`src/rtl/spi_pkg.sv`:
```
// Shared definitions for the SPI chip-select controller: FSM state encoding
// and a width helper used for address and guard-counter sizing.
package spi_pkg;

  typedef enum logic [1:0] {
    IDLE     = 2'd0,
    SELECTED = 2'd1,
    GUARD    = 2'd2
  } state_t;

  // Bits needed to index n items, never less than one so vectors stay legal.
  function automatic int addr_width(input int n);
    int w;
    w = $clog2(n);
    return (w < 1) ? 1 : w;
  endfunction

endpackage

```
`src/rtl/spi_slave_select_if.sv`:
```
// Request/status bundle between the SPI master control logic, the slaves'
// MISO lines and the chip-select controller.
interface spi_slave_select_if #(
  parameter int SLAVE_COUNT = 8,
  parameter int AW          = spi_pkg::addr_width(SLAVE_COUNT)
);

  logic                   sel_req;
  logic [AW-1:0]          sel_addr;
  logic                   desel_req;
  logic [SLAVE_COUNT-1:0] CS;
  logic [SLAVE_COUNT-1:0] MISO_in;
  logic                   MISO_out;
  logic                   ready;
  logic                   selected;
  logic [AW-1:0]          cur_addr;
  logic                   req_err;

  modport master (
    output sel_req, sel_addr, desel_req, MISO_in,
    input  CS, MISO_out, ready, selected, cur_addr, req_err
  );

  modport slave (
    input  sel_req, sel_addr, desel_req, MISO_in,
    output CS, MISO_out, ready, selected, cur_addr, req_err
  );

endinterface

```
`src/rtl/spi_miso_mux.sv`:
```
// Routes the selected slave's MISO to a single output, forced to 0 when no
// slave is selected, optionally through one output register.
module spi_miso_mux
  import spi_pkg::*;
#(
  parameter int SLAVE_COUNT = 8,
  parameter int MISO_REG    = 0,
  parameter int AW          = addr_width(SLAVE_COUNT)
) (
  input  logic                   clk,
  input  logic                   rst,
  input  logic [SLAVE_COUNT-1:0] miso_in,
  input  logic                   selected,
  input  logic [AW-1:0]          addr,
  output logic                   miso_out
);

  logic routed;
  logic miso_q;

  assign routed = selected ? miso_in[addr] : 1'b0;

  // NOTE: sequential state is assigned with <= so every flop samples pre-edge values.
  always_ff @(posedge clk or posedge rst) begin
    if (rst) miso_q <= 1'b0;
    else     miso_q <= routed;
  end

  assign miso_out = (MISO_REG != 0) ? miso_q : routed;

endmodule

```
`src/rtl/spi_slave_select.sv`:
```
// Chip-select controller: one active-low CS at a time, a deselect guard
// interval before the next select, and MISO routing via spi_miso_mux.
module spi_slave_select
  import spi_pkg::*;
#(
  parameter int SLAVE_COUNT  = 8,
  parameter int GUARD_CYCLES = 2,
  parameter int MISO_REG     = 0
) (
  input logic               clk,
  input logic               rst,
  spi_slave_select_if.slave bus
);

  localparam int AW = addr_width(SLAVE_COUNT);
  localparam int GW = addr_width(GUARD_CYCLES + 1);
  localparam logic [AW:0]   SLAVE_LIMIT = (AW + 1)'(SLAVE_COUNT);
  localparam logic [GW-1:0] GUARD_LOAD  = GW'((GUARD_CYCLES > 0) ? GUARD_CYCLES - 1 : 0);

  state_t                 state, state_n;
  logic [GW-1:0]          cnt, cnt_n;
  logic [SLAVE_COUNT-1:0] cs_q, cs_n;
  logic                   sel_q, sel_n;
  logic [AW-1:0]          addr_q, addr_n;
  logic                   err_q, err_n;
  logic                   in_range;

  function automatic logic [SLAVE_COUNT-1:0] decode(input logic [AW-1:0] a);
    logic [SLAVE_COUNT-1:0] v;
    for (int i = 0; i < SLAVE_COUNT; i++) v[i] = (AW'(i) != a);
    return v;
  endfunction

  // Zero-extended compare; constant-true when SLAVE_COUNT is a power of two.
  assign in_range = ({1'b0, bus.sel_addr} < SLAVE_LIMIT);

  always_comb begin
    // NOTE: every output of this block gets a default first, so no latch is inferred.
    state_n = state;
    cnt_n   = cnt;
    cs_n    = cs_q;
    sel_n   = sel_q;
    addr_n  = addr_q;
    err_n   = 1'b0;
    unique case (state)
      IDLE: begin
        if (bus.sel_req) begin
          if (in_range) begin
            state_n = SELECTED;
            cs_n    = decode(bus.sel_addr);
            sel_n   = 1'b1;
            addr_n  = bus.sel_addr;
          end else begin
            err_n = 1'b1;
          end
        end
      end
      SELECTED: begin
        if (bus.desel_req) begin
          cs_n  = '1;
          sel_n = 1'b0;
          err_n = bus.sel_req;
          if (GUARD_CYCLES > 0) begin
            state_n = GUARD;
            cnt_n   = GUARD_LOAD;
          end else begin
            state_n = IDLE;
          end
        end else if (bus.sel_req) begin
          err_n = 1'b1;
        end
      end
      GUARD: begin
        err_n = bus.sel_req;
        if (cnt == '0) state_n = IDLE;
        else           cnt_n   = cnt - GW'(1);
      end
      default: begin
        state_n = IDLE;
        cs_n    = '1;
        sel_n   = 1'b0;
      end
    endcase
  end

  always_ff @(posedge clk or posedge rst) begin
    if (rst) begin
      state  <= IDLE;
      cnt    <= '0;
      cs_q   <= '1;
      sel_q  <= 1'b0;
      addr_q <= '0;
      err_q  <= 1'b0;
    end else begin
      state  <= state_n;
      cnt    <= cnt_n;
      cs_q   <= cs_n;
      sel_q  <= sel_n;
      addr_q <= addr_n;
      err_q  <= err_n;
    end
  end

  assign bus.CS       = cs_q;
  assign bus.selected = sel_q;
  assign bus.cur_addr = addr_q;
  assign bus.req_err  = err_q;
  assign bus.ready    = (state == IDLE);

  spi_miso_mux #(
    .SLAVE_COUNT (SLAVE_COUNT),
    .MISO_REG    (MISO_REG)
  ) u_miso_mux (
    .clk      (clk),
    .rst      (rst),
    .miso_in  (bus.MISO_in),
    .selected (sel_q),
    .addr     (addr_q),
    .miso_out (bus.MISO_out)
  );

  a_one_cs_low: assert property (@(posedge clk) disable iff (rst) $countones(~cs_q) <= 1);

endmodule

```
`src/flat_wrapper.sv`:
```
// flat-port wrapper written by rule: the top's interface ports become plain ports
module spi_slave_select_flat import spi_pkg::*;
#(
  parameter int SLAVE_COUNT  = 8,
  parameter int GUARD_CYCLES = 2,
  parameter int MISO_REG     = 0
)
  (clk, rst, bus_sel_req, bus_sel_addr, bus_desel_req, bus_MISO_in, bus_CS, bus_MISO_out, bus_ready, bus_selected, bus_cur_addr, bus_req_err);
  spi_slave_select_if #(.SLAVE_COUNT(SLAVE_COUNT)) bus_i ();
  input logic clk;
  input logic rst;
  input wire logic [$bits(bus_i.sel_req)-1:0] bus_sel_req;
  input wire logic [$bits(bus_i.sel_addr)-1:0] bus_sel_addr;
  input wire logic [$bits(bus_i.desel_req)-1:0] bus_desel_req;
  input wire logic [$bits(bus_i.MISO_in)-1:0] bus_MISO_in;
  output wire logic [$bits(bus_i.CS)-1:0] bus_CS;
  output wire logic [$bits(bus_i.MISO_out)-1:0] bus_MISO_out;
  output wire logic [$bits(bus_i.ready)-1:0] bus_ready;
  output wire logic [$bits(bus_i.selected)-1:0] bus_selected;
  output wire logic [$bits(bus_i.cur_addr)-1:0] bus_cur_addr;
  output wire logic [$bits(bus_i.req_err)-1:0] bus_req_err;
  assign bus_i.sel_req = bus_sel_req;
  assign bus_i.sel_addr = bus_sel_addr;
  assign bus_i.desel_req = bus_desel_req;
  assign bus_i.MISO_in = bus_MISO_in;
  assign bus_CS = bus_i.CS;
  assign bus_MISO_out = bus_i.MISO_out;
  assign bus_ready = bus_i.ready;
  assign bus_selected = bus_i.selected;
  assign bus_cur_addr = bus_i.cur_addr;
  assign bus_req_err = bus_i.req_err;
  spi_slave_select #(.SLAVE_COUNT(SLAVE_COUNT), .GUARD_CYCLES(GUARD_CYCLES), .MISO_REG(MISO_REG)) u_core (.clk(clk), .rst(rst), .bus(bus_i));
endmodule
```
`config.mk`:
```
export PLATFORM = sky130hd
export DESIGN_NAME = spi_slave_select_flat
export DESIGN_NICKNAME = d
export VERILOG_FILES = /design/src/rtl/spi_pkg.sv /design/src/rtl/spi_slave_select_if.sv /design/src/rtl/spi_miso_mux.sv /design/src/rtl/spi_slave_select.sv /design/src/flat_wrapper.sv
export SDC_FILE = /design/constraint.sdc
export NUM_CORES = 1
export LEC_CHECK = 0
export BUFFER_PORTS_ARGS = -buffer_cell sky130_fd_sc_hd__buf_2
export CAP_MARGIN = 20
export CELL_PAD_IN_SITES_DETAIL_PLACEMENT = 1
export CELL_PAD_IN_SITES_GLOBAL_PLACEMENT = 1
export CORE_MARGIN = 3
export CORE_UTILIZATION = 34
export CTS_CLUSTER_SIZE = 28
export DETAILED_ROUTE_END_ITERATION = 10
export GPL_TIMING_DRIVEN = 0
export HOLD_SLACK_MARGIN = 0.1
export MAX_ROUTING_LAYER = met4
export PLACE_DENSITY_LB_ADDON = 0.05
export SLEW_MARGIN = 20
export SYNTH_ARGS = -nofsm -noshare
export SYNTH_HDL_FRONTEND = slang
export SYNTH_SLANG_ARGS = --single-unit
```
`constraint.sdc`:
```
create_clock -name clk -period 1.7 [get_ports clk]
set_clock_uncertainty 0.1 [all_clocks]
set_input_delay 0 -clock clk [delete_from_list [all_inputs] [get_ports clk]]
set_output_delay 0 -clock clk [all_outputs]
set_load 0.1 [all_outputs]
```
Word level (Yosys, flattened, before mapping)
Index checks and enable logic that the tools add are counted.
{"block": "word_totals", "in_bits": 15, "wordCells": 49, "regBits": 17}
{"block": "classes", "n_bitwise": 1, "n_eq_ne": 13, "n_addsub": 1, "reduce_logical": 8, "n_mux": 19, "order_cmp": 1}
{"cell": "$pmux W8 S3", "count": 1}
{"cell": "$mux W8", "count": 2}
{"cell": "$ne A3 B3 Y1 const A", "count": 4}
{"cell": "$mux W2", "count": 5}
{"cell": "$reduce_and A3 Y1", "count": 3}
{"cell": "$mux W1", "count": 6}
{"cell": "$ne A2 B2 Y1 const B", "count": 3}
{"cell": "$ne A2 B3 Y1 const A", "count": 2}
{"cell": "$pmux W2 S3", "count": 1}
{"cell": "$logic_not A2 Y1", "count": 2}
{"cell": "$lt A3 B4 Y1 const B", "count": 1}
{"cell": "$pmux W2 S2", "count": 1}
{"cell": "$bmux W1 S3", "count": 1}
{"cell": "$ne A1 B3 Y1 const A", "count": 1}
{"cell": "$pmux W1 S3", "count": 1}
{"cell": "$reduce_bool A3 Y1", "count": 1}
{"cell": "$eq A2 B1 Y1 const B", "count": 1}
{"cell": "$eq A2 B2 Y1 const B", "count": 1}
{"cell": "$ne A2 B1 Y1 const B", "count": 1}
{"cell": "$pmux W1 S2", "count": 1}
{"cell": "$reduce_and A2 Y1", "count": 1}
{"cell": "$reduce_bool A2 Y1", "count": 1}
{"cell": "$sub A2 B1 Y2 const B", "count": 1}
{"cell": "$not A1 Y1", "count": 1}

Longest topological paths before layout
{"block": "depth", "word_depth": 3, "depth_mapped": 6}

By module
From an unflattened synthesis, not the netlist that was laid out.
{"block": "hier_totals", "cells_unflattened": 76, "hier_area_um2": 937.1}
{"module": "spi_slave_select", "seq_area_each_um2": 435.4, "n_inst": 1, "cells_each": 69, "area_per_inst_um2": 865.8}
{"module": "spi_miso_mux", "seq_area_each_um2": 0.0, "n_inst": 1, "cells_each": 7, "area_per_inst_um2": 71.3}

Worst setup path before layout
No wires, ideal clock.
{"block": "synth_timing", "path_type": "flip-flop to output port", "start": "register u_core.addr_q[2] (netlist: u_core.bus.cur_addr[2])", "end": "output bus_MISO_out", "stages_incl_launch_ff": 4, "required_ns": 1.600, "path_buffers": 0, "slack_ns": -2.113, "t_arrival_ns": 3.713, "path_cell_list": "dfrtp_1 mux2_2 o31ai_1 a311oi_1"}
{"block": "synth_via", "elab_chain_cells": 3}
{"element": "start, declared", "line_no": "spi_slave_select.sv:24", "rtl": "logic [AW-1:0] addr_q, addr_n;"}
{"element": "start signal, assigned", "line_no": "spi_slave_select.sv:99", "rtl": "addr_q <= addr_n;"}
{"element": "$bmux W1 S3", "line_no": "spi_miso_mux.sv:21", "rtl": "assign routed = selected ? miso_in[addr] : 1'b0;"}
{"element": "$mux W1 (implied by the code)", "line_no": "spi_miso_mux.sv:21"}
{"element": "$mux W1", "line_no": "spi_miso_mux.sv:21"}
{"element": "end, declared", "line_no": "flat_wrapper.sv:17", "rtl": "output wire logic [$bits(bus_i.MISO_out)-1:0] bus_MISO_out;"}
No other way between the ends. The select of a mux whose other input is x is not followed.

Final worst setup path
{"block": "layout_timing", "start": "register u_core.state[0]", "end": "register u_core.cs_q[2] (netlist: u_core.bus.CS[2])"}
{"block": "layout_via", "elab_chain_cells": 3, "elab_cells_between_ends": 8, "cone_classes": "4 x eq/ne; 1 x mux; 1 x bitwise; 2 x reduce/logical"}
{"element": "start, declared", "line_no": "spi_slave_select.sv:20", "rtl": "state_t state, state_n;"}
{"element": "start signal, assigned", "line_no": "spi_slave_select.sv:95", "rtl": "state <= state_n;"}
{"element": "$eq A2 B1 Y1, or another cell as far along", "line_no": "spi_slave_select.sv:45", "rtl": "unique case (state)"}
{"element": "$ne A2 B2 Y1 (no source line) / $not A1 Y1 (equally long branches)"}
{"element": "$reduce_and A3 Y1 (no source line)"}
{"element": "end signal, assigned", "line_no": "spi_slave_select.sv:97", "rtl": "cs_q <= cs_n;"}
{"element": "end, declared", "line_no": "spi_slave_select.sv:22", "rtl": "logic [SLAVE_COUNT-1:0] cs_q, cs_n;"}
Parallel ways exist; a longest one is shown, timed or not.
A chain may end at the register's enable or synchronous reset.

==> impl_metrics.toml <==
[status]
status = "finished with violations"
violations = "setup timing"

[timing]
fmax_ghz = 0.576
drv_slew = 0
fin_crit_ns = 1.74
finalHoldViolations = 0
rsz0062_at_grt = "true"
finalCritPeriodShare = 1.02
setup_viol = 8
relSlewSlack = 0.538
worstMarginPinSlew_ns = 0.692
finalWorstSetupSlack_ns = -0.0361

[final_layout]
fin_area_um2 = 1470
syn2layout_area_growth_pct = 58.1
fillCellCount = 285
final_common_cell = "buf_2"
nNetsFinal = 150
multiInputGateArea_um2 = 586
final_cell_mix = "buf_2, mux2_4, buf_4"
regArea_um2 = 443
antenna_cells = 0
drive_gt1_frac = 0.690

[grt]
grt_pass1_wl_um = 3740
grt_max_degree = 18
grt_use_total = 0.151
grt-ovfl-total = 0
antenna_found_initial = 0
grt_pass1_vias = 794

[logic_synthesis]
synth_fa_ha_area_frac = 0.0674
synth.avg_cell_area_um2 = 12.1
synth_edf_count = 0
synth_ff_type = "dfrtp_1"
synth_nets = 97
syn-cell-area_um2 = 928
ys_seq_area_frac = 0.469
yosys_warnings = 0
synth-simple-area-share = 0.156
synthXorXnorAreaFrac = 0
synth_compound_gate_area_share = 0.0606
synth.distinct_cells = 29
synth_mux_area_frac = 0.217
synthArstFlopShare = 1.00
ys_ff_latch = 17
syn-instance-count = 77
synth_top_family_by_area = "multiplexers"

[run]
cap_violations = 0

[critical_path]
crit_path_max_fanout = 7
cpLargestDelayFamily = "flip-flops"
crit_slowest_cell = "dfrtp_1"
cp.buffers_inverters = 3
cp-start-kind = "flop"
slowest_delay_ns = 0.41
worstPathRequired_ns = 1.83
path_class = "reg -> reg"
worstPathArrival_ns = 1.86
end_kind = "flop"
crit_chain = "inv_2 -> ha_4 -> nor2b_4 -> nor3_4 -> buf_6 -> buf_16 -> mux2_4"

[clock_network]
clk_latency_ns = 0.29
cts.path.max_buffers = 2
cts_buffers = 3
clkSinkCount = 17
clk_pin_slew_ns = 0.11
ctsRootBufferMaster = "clkbuf_4"
cts_tree = "built"
h-tree-depth = 1

[place]
io_buffers = 29
post_dp_cell_area_um2 = 1200
gp_congestion = 0.721
hpwl_um = 1560
dpl_worst_slack_ns = -0.305

[route]
routedWlPerCell_um = 16.2
first_iter_violations = 16
first_pass_iters = 3
drc = 0
ant_nets = 0
vias_per_cell = 4.88
wirelength_um = 2580
vias = 776

[floorplan]
dieHeight_um = 58.3
start_util = 0.365
core.rowCount = 18
io_pins = 30
die_area_um2 = 3390
die_w_um = 58.3
design.core.area_um2 = 2540

[hold_path]
hp-class = "in -> async"
-- worst paths after layout --
kind,startpoint,endpoint,slack (ns),depth (start not counted)
hold / removal,rst,u_core.bus.selected,0.24,3
hold reg to reg,u_core.bus.cur_addr[0],u_core.bus.cur_addr[0],0.47,1
setup / recovery,u_core.state[0],u_core.bus.CS[2],-0.04,7
setup reg to reg,u_core.state[0],u_core.bus.CS[2],-0.04,7
min in group clk,bus_sel_addr[0],u_core.bus.cur_addr[0],0.47,3
max in group asynchronous,rst,u_core.bus.cur_addr[1],0.74,3
-- flip-flops by register name (all words and copies together), names as in the netlist --
name,count
u_core.bus.CS,8
u_core.bus.cur_addr,3
u_core.cnt,2
u_core.state,2
u_core.bus.req_err,1
u_core.bus.selected,1
-- metrics by stage --
step	setup TNS, ns	hold slack, ns	cells	utilization
2_1_floorplan	-2.93	-0.180	77	-
3_3_place_gp	-2.45	0.0255	136	0.470
3_5_place_dp	-2.51	0.0240	136	0.470
4_1_cts	-0.189	0.249	153	0.555
5_1_grt	-0.840	0.301	159	0.577
6_report	-0.164	0.244	159	0.577
-- layer usage --
| layer | share of wire | vias up | GRT usage |
|---|---|---|---|
| li1 | - | 376 | - |
| met3 | 0.036 | 2 | 0.0200 |
| met5 | 0 | - | - |
| met4 | 0.0035 | 0 | 0.0497 |
| met1 | 0.44 | 382 | 0.199 |
| met2 | 0.52 | 16 | 0.239 |
-- cell usage after synthesis (all sizes together), types with 2 or more instances --
cell | n | share of area
mux2 | 15 | 0.18
dfrtp | 9 | 0.24
dfstp | 8 | 0.23
inv | 6 | 0.024
nor2b | 6 | 0.051
ha | 5 | 0.067
nand2 | 4 | 0.016
nand3 | 4 | 0.022
nand2b | 2 | 0.013
nor2 | 2 | 0.0081
nor3 | 2 | 0.023
-- logic make-up after synthesis --
group                    Yosys count
flip-flops                        17
buffers and inverters              7
multiplexers                      17
adder cells (fa/ha/maj)            5
AND/OR/NAND/NOR                   23
AO/OA/AOI/OAI                      8
-- tightest hold or removal path, delay by kind of cell --
family   cells  cell delay [ns]
buf+inv      3             1.15
-- layout make-up --
class                      instances  share of cell area
multi-input combinational         53               0.399
sequential                        17               0.302
timing repair buffer              49               0.240
tap                               30              0.0256
clock buffer                       4              0.0179
inverter                           6              0.0153
-- repair_timing --
| item | in CTS | in global routing |
|---|---|---|
| gates resized for setup | 10 | 8 |
| setup endpoints to repair | 13 | 12 |
| gates cloned | 1 | 0 |
| endpoints found under the hold margin | 30 | 0 |
| setup buffers | 7 | 7 |
| hold buffers | 6 | 0 |
| pin swaps | 2 | 5 |
Power is left out: the tool's default activity adds up to more than one toggle a clock period on the data nets, which glitch-free logic cannot reach.
